--- src/rtl/seq_det_frame_ctrl_if.sv ---
// Frame-request and detector-link signals of the serial "1001" frame sequencer.
// The master issues frames and hosts the detector; the slave is the sequencer.
interface seq_det_frame_ctrl_if #(
    parameter int WIDTH = 16,
    parameter int CNT_W = 5,
    parameter int IDX_W = 4
);
    // start is a request sampled only while the sequencer is idle. A frame is
    // accepted at the edge where start=1 is seen in IDLE. busy marks the frame
    // in progress, and done pulses once with results. Requests seen while busy
    // or done are dropped, not queued.
    logic             start;
    logic [WIDTH-1:0] data_in;
    logic             msb_first;
    logic             busy;
    logic             done;
    logic [CNT_W-1:0] match_cnt;
    logic [IDX_W-1:0] first_pos;
    logic             found;
    logic             det_i;
    logic             det_rst;
    logic             det_z;
    logic [2:0]       dbg_state;

    modport master (
        output start, data_in, msb_first, det_z,
        input  busy, done, match_cnt, first_pos, found, det_i, det_rst, dbg_state
    );

    modport slave (
        input  start, data_in, msb_first, det_z,
        output busy, done, match_cnt, first_pos, found, det_i, det_rst, dbg_state
    );
endinterface

--- src/rtl/seq_det_frame_ctrl.sv ---
// Frame sequencer: clears the "1001" detector, shifts a frame word into it
// serially and reports hit count and index of the first hit.
module seq_det_frame_ctrl #(
    parameter int WIDTH = 16,
    parameter int CNT_W = 5,
    parameter int IDX_W = 4
) (
    input  logic                 CLK,
    input  logic                 RST,
    seq_det_frame_ctrl_if.slave  io_bus
);

    typedef enum logic [2:0] {
        S_IDLE  = 3'd0,
        S_CLR   = 3'd1,
        S_SHIFT = 3'd2,
        S_DRAIN = 3'd3,
        S_DONE  = 3'd4
    } state_t;

    localparam logic [IDX_W-1:0] LAST_IDX = IDX_W'(WIDTH - 1);
    localparam logic [CNT_W-1:0] CNT_MAX  = {CNT_W{1'b1}};

    state_t           r_state;
    state_t           w_next_state;
    logic [WIDTH-1:0] r_shift;
    logic [IDX_W-1:0] r_bit_cnt;
    logic             r_det_i;
    logic [CNT_W-1:0] r_match_cnt;
    logic [IDX_W-1:0] r_first_pos;
    logic             w_busy;
    logic             w_done;
    logic             w_det_rst;
    logic             w_sample;
    logic [IDX_W-1:0] w_hit_idx;

    // The shift register holds the frame in send order, first bit at the MSB.
    function automatic logic [WIDTH-1:0] f_reverse(input logic [WIDTH-1:0] v);
        logic [WIDTH-1:0] r;
        for (int i = 0; i < WIDTH; i++) begin
            r[i] = v[WIDTH-1-i];
        end
        return r;
    endfunction

    always_ff @(posedge CLK or posedge RST) begin
        if (RST) begin
            r_state <= S_IDLE;
        end else begin
            r_state <= w_next_state;
        end
    end

    always_comb begin
        w_next_state = r_state;
        case (r_state)
            S_IDLE:  if (io_bus.start) w_next_state = S_CLR;
            S_CLR:   w_next_state = S_SHIFT;
            S_SHIFT: if (r_bit_cnt == LAST_IDX) w_next_state = S_DRAIN;
            S_DRAIN: w_next_state = S_DONE;
            S_DONE:  w_next_state = S_IDLE;
            default: w_next_state = S_IDLE;
        endcase
    end

    always_comb begin
        w_busy    = 1'b0;
        w_done    = 1'b0;
        w_det_rst = RST;
        case (r_state)
            S_CLR: begin
                w_busy    = 1'b1;
                w_det_rst = 1'b1;
            end
            S_SHIFT: w_busy = 1'b1;
            S_DRAIN: w_busy = 1'b1;
            S_DONE:  w_done = 1'b1;
            default: ;
        endcase
    end

    // det_z lags the consumed bit by one cycle, so SHIFT k reports bit k-1
    // and DRAIN reports the final bit.
    assign w_sample  = ((r_state == S_SHIFT) && (r_bit_cnt != '0)) || (r_state == S_DRAIN);
    assign w_hit_idx = (r_state == S_DRAIN) ? LAST_IDX : (r_bit_cnt - IDX_W'(1));

    always_ff @(posedge CLK or posedge RST) begin
        if (RST) begin
            r_shift     <= '0;
            r_bit_cnt   <= '0;
            r_det_i     <= 1'b0;
            r_match_cnt <= '0;
            r_first_pos <= '0;
        end else begin
            case (r_state)
                S_IDLE: begin
                    if (io_bus.start) begin
                        r_shift     <= io_bus.msb_first ? io_bus.data_in : f_reverse(io_bus.data_in);
                        r_match_cnt <= '0;
                        r_first_pos <= '0;
                    end
                end
                S_CLR: begin
                    r_det_i   <= r_shift[WIDTH-1];
                    r_shift   <= {r_shift[WIDTH-2:0], 1'b0};
                    r_bit_cnt <= '0;
                end
                S_SHIFT: begin
                    if (r_bit_cnt == LAST_IDX) begin
                        r_det_i   <= 1'b0;
                        r_bit_cnt <= '0;
                    end else begin
                        r_det_i   <= r_shift[WIDTH-1];
                        r_shift   <= {r_shift[WIDTH-2:0], 1'b0};
                        r_bit_cnt <= r_bit_cnt + IDX_W'(1);
                    end
                end
                default: r_det_i <= 1'b0;
            endcase

            if (w_sample && io_bus.det_z) begin
                if (r_match_cnt == '0) begin
                    r_first_pos <= w_hit_idx;
                end
                if (r_match_cnt != CNT_MAX) begin
                    r_match_cnt <= r_match_cnt + CNT_W'(1);
                end
            end
        end
    end

    assign io_bus.busy      = w_busy;
    assign io_bus.done      = w_done;
    assign io_bus.det_rst   = w_det_rst;
    assign io_bus.det_i     = r_det_i;
    assign io_bus.match_cnt = r_match_cnt;
    assign io_bus.first_pos = r_first_pos;
    assign io_bus.found     = (r_match_cnt != '0);
    assign io_bus.dbg_state = r_state;

endmodule

--- src/flat_wrapper.sv ---
// flat-port wrapper written by rule: the top's interface ports become plain ports
module seq_det_frame_ctrl_flat 
#(
    parameter int WIDTH = 16,
    parameter int CNT_W = 5,
    parameter int IDX_W = 4
)
  (CLK, RST, io_bus_start, io_bus_data_in, io_bus_msb_first, io_bus_det_z, io_bus_busy, io_bus_done, io_bus_match_cnt, io_bus_first_pos, io_bus_found, io_bus_det_i, io_bus_det_rst, io_bus_dbg_state);
  seq_det_frame_ctrl_if #(.WIDTH(WIDTH), .CNT_W(CNT_W), .IDX_W(IDX_W)) io_bus_i ();
  input  logic CLK;
  input  logic RST;
  input wire logic [$bits(io_bus_i.start)-1:0] io_bus_start;
  input wire logic [$bits(io_bus_i.data_in)-1:0] io_bus_data_in;
  input wire logic [$bits(io_bus_i.msb_first)-1:0] io_bus_msb_first;
  input wire logic [$bits(io_bus_i.det_z)-1:0] io_bus_det_z;
  output wire logic [$bits(io_bus_i.busy)-1:0] io_bus_busy;
  output wire logic [$bits(io_bus_i.done)-1:0] io_bus_done;
  output wire logic [$bits(io_bus_i.match_cnt)-1:0] io_bus_match_cnt;
  output wire logic [$bits(io_bus_i.first_pos)-1:0] io_bus_first_pos;
  output wire logic [$bits(io_bus_i.found)-1:0] io_bus_found;
  output wire logic [$bits(io_bus_i.det_i)-1:0] io_bus_det_i;
  output wire logic [$bits(io_bus_i.det_rst)-1:0] io_bus_det_rst;
  output wire logic [$bits(io_bus_i.dbg_state)-1:0] io_bus_dbg_state;
  assign io_bus_i.start = io_bus_start;
  assign io_bus_i.data_in = io_bus_data_in;
  assign io_bus_i.msb_first = io_bus_msb_first;
  assign io_bus_i.det_z = io_bus_det_z;
  assign io_bus_busy = io_bus_i.busy;
  assign io_bus_done = io_bus_i.done;
  assign io_bus_match_cnt = io_bus_i.match_cnt;
  assign io_bus_first_pos = io_bus_i.first_pos;
  assign io_bus_found = io_bus_i.found;
  assign io_bus_det_i = io_bus_i.det_i;
  assign io_bus_det_rst = io_bus_i.det_rst;
  assign io_bus_dbg_state = io_bus_i.dbg_state;
  seq_det_frame_ctrl #(.WIDTH(WIDTH), .CNT_W(CNT_W), .IDX_W(IDX_W)) u_core (.CLK(CLK), .RST(RST), .io_bus(io_bus_i));
endmodule
--- config.mk ---
export PLATFORM = sky130hd
export DESIGN_NAME = seq_det_frame_ctrl_flat
export DESIGN_NICKNAME = d
export VERILOG_FILES = /design/src/rtl/seq_det_frame_ctrl_if.sv /design/src/rtl/seq_det_frame_ctrl.sv /design/src/flat_wrapper.sv
export SDC_FILE = /design/constraint.sdc
export NUM_CORES = 1
export LEC_CHECK = 0
export ABC_AREA = 1
export CAP_MARGIN = 20
export CORE_UTILIZATION = 40
export CTS_CLUSTER_SIZE = 30
export DETAILED_ROUTE_END_ITERATION = 10
export DONT_BUFFER_PORTS = 1
export PLACE_DENSITY = 0.54
export SYNTH_ARGS = -nofsm -noshare
export SYNTH_HDL_FRONTEND = slang
export SYNTH_SLANG_ARGS = --single-unit
--- constraint.sdc ---
create_clock -name CLK -period 4.5 [get_ports CLK]
set_input_delay 0.45 -clock CLK [delete_from_list [all_inputs] [get_ports CLK]]
set_output_delay 0.45 -clock CLK [all_outputs]
set_load 0.01 [all_outputs]
# == Word-level counts from Yosys, hierarchy flattened ==
# Cells that the tools add are included.
# word_totals
regBits,33
latchBits,0
ram_bits,0
rom_bits,0
in_bits,21
output_inout_bits,17
word_cells,53
mem_count,0
# op_classes
add_sub_neg,3
n_mul,0
n_div,0
n_lt_le_gt_ge,0
n_eq_ne,9
n_shift,0
mux,23
n_bitwise,0
n_reduce_logical,12
# op_table
op,n
$mux W16,3
$pmux W16 S3,1
$mux W4,6
$mux W5,4
$pmux W3 S4,1
$pmux W4 S2,1
$eq A3 B2 Y1 const B,2
$mux W3,2
$ne A2 B2 Y1 const B,3
$add A5 B1 Y5 const B,1
$logic_not A5 Y1,1
$ne A5 B5 Y1 const B,1
$reduce_bool A5 Y1,1
$add A4 B1 Y4 const B,1
$eq A4 B4 Y1 const B,1
$mux W1,4
$reduce_bool A4 Y1,1
$sub A4 B1 Y4 const B,1
$eq A3 B1 Y1 const B,1
$eq A3 B3 Y1 const B,1
$logic_not A3 Y1,1
$pmux W1 S3,1
$reduce_and A3 Y1,1
$reduce_bool A3 Y1,1
5 further kinds,6

# == Depth between registers and ports, before layout ==
# logic_depth
ltp_word,5
depth_mapped,9
mapped_depth_nobuf,9

# == Least setup slack after synthesis ==
# Ideal clock, no wire load.
# synth_timing
path_kind,input port to output port
start,in RST
end,out io_bus_det_rst
t_arrival_ps,1381
t_required_ps,4050
path_slack_ps,2669
path_stages,2
path_buffers,0
path_cell_list,inv_1 nand2_1
# synth_between
elab_chain_len,1
# synth_rtl
element,line,text
"start, declared",flat_wrapper.sv:11,input logic RST;
$mux W1,seq_det_frame_ctrl.sv:70,case (r_state)
"end, declared",flat_wrapper.sv:22,output wire logic [$bits(io_bus_i.det_rst)-1:0] io_bus_det_rst;
# Every way passes these cells.

# == Final worst setup path ==
# layout_timing
start,reg u_core.r_state[0] (netlist: u_core.io_bus.dbg_state[0])
end,reg u_core.r_shift[3]
# layout_between
elab_chain_len,3
word_cells_on_any_way,8
classes_between,eq/ne: 4; mux: 1; reduce/logical: 3
# layout_rtl
element,line,text
"start, declared",seq_det_frame_ctrl.sv:24,state_t r_state;
"start signal, assigned",seq_det_frame_ctrl.sv:50,r_state <= w_next_state;
"$eq A3 B2 Y1, or another cell as far along",seq_det_frame_ctrl.sv:95,case (r_state)
$ne A2 B2 Y1 (no line) or $reduce_bool A3 Y1 (tied branches),--,
$reduce_and A3 Y1 (no line),--,
"end signal, assigned",seq_det_frame_ctrl.sv:98,r_shift <= io_bus.msb_first ? io_bus.data_in : f_reverse(io_bus.data_in);
"end signal, assigned",seq_det_frame_ctrl.sv:105,"r_shift <= {r_shift[WIDTH-2:0], 1'b0};"
"end signal, assigned",seq_det_frame_ctrl.sv:114,"r_shift <= {r_shift[WIDTH-2:0], 1'b0};"
"end, declared",seq_det_frame_ctrl.sv:26,logic [WIDTH-1:0] r_shift;
# Parallel ways exist; a longest one is shown, timed or not.
# A chain may end at the register's enable or synchronous reset.

==> reports/metrics.cfg <==
[route]
wl_per_cell_um = 12.07
drc = 0
wl_um = 4441
viasPerCell = 4.837
dr.pass1.iters = 4
num_vias = 1780
drt-initial-drc-count = 103
ant_nets = 0

[sta]
fin_setup_tns_ns = 0
relSlewSlack_pct = 55.46
max_freq_mhz = 480.7
tightestPinTransition_ns = 0.6664
fin_crit_sh_pct = 46.23
setup_violations = 0
maxSlewViolCount = 0
grt_setup_unrepaired = false
holdWs_ns = 0.1357
finalHoldViolCount = 0
fin_crit_ns = 2.080
skew_ns = 0.009440

[min_path]
holdCritPathClass = primary input to asynchronous set/reset pin

[floorplan]
io_pins = 38
start_util_pct = 42.55
num_rows = 25
die-area_mm2 = 0.005449
die_x_um = 73.82
coreArea_mm2 = 0.004848
die_y_um = 73.82

[run]
maxCapViolations = 0

[yosys]
yosys.cell_types.count = 22
yosys_warnings = 0
synth.top_cell.area_share_pct = 40.02
yosysSeqAreaShare_pct = 40.02
syn_area_mm2 = 0.002063
synth_cells = 303
ys_seq_elements = 33
yosysTopAreaCell = dfrtp_1
synth_fp_nets = 329
synth_area_leaders = dfrtp_1 (40%), nand2_1 (23%), nand3_1 (9.0%), inv_1 (6.5%), o21ai_0 (5.6%)
syn-mean-instance-area_um2 = 6.809

[clock_network]
cts_resized = 0
postCtsHoldBufs = 0
cts_buffer_depth = 2
path_clk_slew_ns = 0.07
clk_latency_ns = 0.29
clockRootBuffer = clkbuf_8
cts_tree = yes
post_cts_buffers = 0
cts.htree.levels = 2
numCtsBuffers = 5
clock-sinks = 33

[global_route]
gr-total-overflow = 0
grt_util_all_layers_pct = 18.55
grt_pass1_wl_um = 7665
antenna_found_initial = 0
grt_max_degree = 35
first_global_vias = 1651

[cells_and_area]
fillers = 516
post_layout_nonfiller_instances = 368
antenna_cells = 0
nets = 327
area_growth_pct = 6.185
layout-drive-gt1-share_pct = 7.309

[power_and_ir_drop]
max-vdd-ir-drop_mv = 0.3127
power.density_mw_per_mm2 = 681.8
p_leak_nw = 1.226

[critical_path]
worstRegToRegCells = 7
required_ns = 4.73
crit_arrival_ns = 2.31
critical_path_class = register to register
crit_path_end_kind = register
worstSetupStartpointType = register
crit_fanout = 21

[place]
port_buffers = 0
gp_congestion = 0.7231
dp.final_hpwl_um = 3089
placedCellCount = 361

[status]
status = finished clean

[layer usage]
layer  GRT usage (%)  vias to the layer above  wire length [µm]
li1                -                      938                 -
met1           25.71                      808              2276
met2           28.24                       32              1979
met3           4.252                        2               157
met4           6.624                        0                27
met5               0                        -                 0
[power breakdown]
part	total (mW)	internal [mW]	switching (mW)
logic	0.687	0.215	0.472
clock network	0.271	0.161	0.110
registers	0.535	0.418	0.118
[layout make-up]
cell class	instances	area, µm²	share of cell area (%)
multi-input combinational	221	1023	46.72
sequential	33	825.8	37.69
inverter	39	146.4	6.682
tap	67	83.83	3.826
clock buffer	5	68.82	3.141
clock inverter	2	35.03	1.599
timing repair buffer	1	7.507	0.3427
[synthesized netlist by cell type]
| master | number |
|---|---|
| nand2_1 | 127 |
| nand3_1 | 37 |
| inv_1 | 36 |
| dfrtp_1 | 33 |
| o21ai_0 | 23 |
| nor2_1 | 9 |
| ha_1 | 5 |
| buf_2 | 3 |
| buf_6 | 3 |
| clkbuf_1 | 3 |
| inv_2 | 3 |
| nand2_2 | 3 |
| nor2_4 | 3 |
| o22ai_1 | 3 |
| nand3_2 | 2 |
| nand4_1 | 2 |
| nor2_2 | 2 |
| xor2_1 | 2 |
| a21oi_1 | 1 |
| buf_4 | 1 |
| nor3_1 | 1 |
| or2_2 | 1 |
[worst paths after layout]
path,slack [ns],endpoint,start
setup / recovery,2.42,u_core.r_shift[3],u_core.io_bus.dbg_state[0]
hold / removal,0.14,u_core.r_bit_cnt[0],RST
setup reg to reg,2.42,u_core.r_shift[3],u_core.io_bus.dbg_state[0]
hold reg to reg,0.49,u_core.r_shift[9],u_core.r_shift[9]
max in group asynchronous,4.04,u_core.io_bus.match_cnt[2],RST
min in group CLK,0.45,u_core.r_shift[0],io_bus_msb_first
[sequential cells by signal, summed over array words and instances (netlist names)]
register                 cells
u_core.io_bus.match_cnt      5
u_core.io_bus.det_i          1
u_core.io_bus.first_pos      4
u_core.r_bit_cnt             4
u_core.io_bus.dbg_state      3
u_core.r_shift              16
[through the flow]
| stage | worst slack, ns | power [mW] | utilization, % | instance area, µm² |
|---|---|---|---|---|
| 6_report | 2.420 | 1.494 | 45.19 | 2191 |
| 5_1_grt | 2.114 | 1.656 | 45.19 | 2191 |
| 4_1_cts | 2.398 | 1.516 | 45.19 | 2191 |
| 3_5_place_dp | 2.423 | 1.238 | 43.05 | 2087 |
| 3_3_place_gp | 2.476 | 1.229 | 43.05 | 2087 |
| 2_1_floorplan | 2.669 | 1.132 | - | 2063 |
[critical path, stage by stage, from the launching register on]
cell and delay, ns:
dfrtp_1 0.51, inv_2 0.13, nand3_2 0.36, nand2_1 0.67
nand2_1 0.13, nand2_1 0.10, nand2_1 0.05, nand2_1 0.07
[cells in the final DEF (no fill, tap or decap), types with 2 or more instances in the layout]
cell type / instances
nand2_1: 127
nand3_1: 37
inv_1: 36
dfrtp_1: 33
o21ai_0: 23
nor2_1: 9
ha_1: 5
clkbuf_8: 5
nor2_4: 3
inv_2: 3
nand2_2: 3
o22ai_1: 3
nor2_2: 2
nand3_2: 2
xor2_1: 2
nand4_1: 2
[logic make-up after synthesis]
family          share of synthesized area (%)
flops                                   40.02
simple gates                            38.99
buf+inv                                 10.37
fa+ha+maj                               3.032
compound gates                          6.731
xor+xnor                               0.8492
Note: power is estimated with default switching activity, not from simulation.
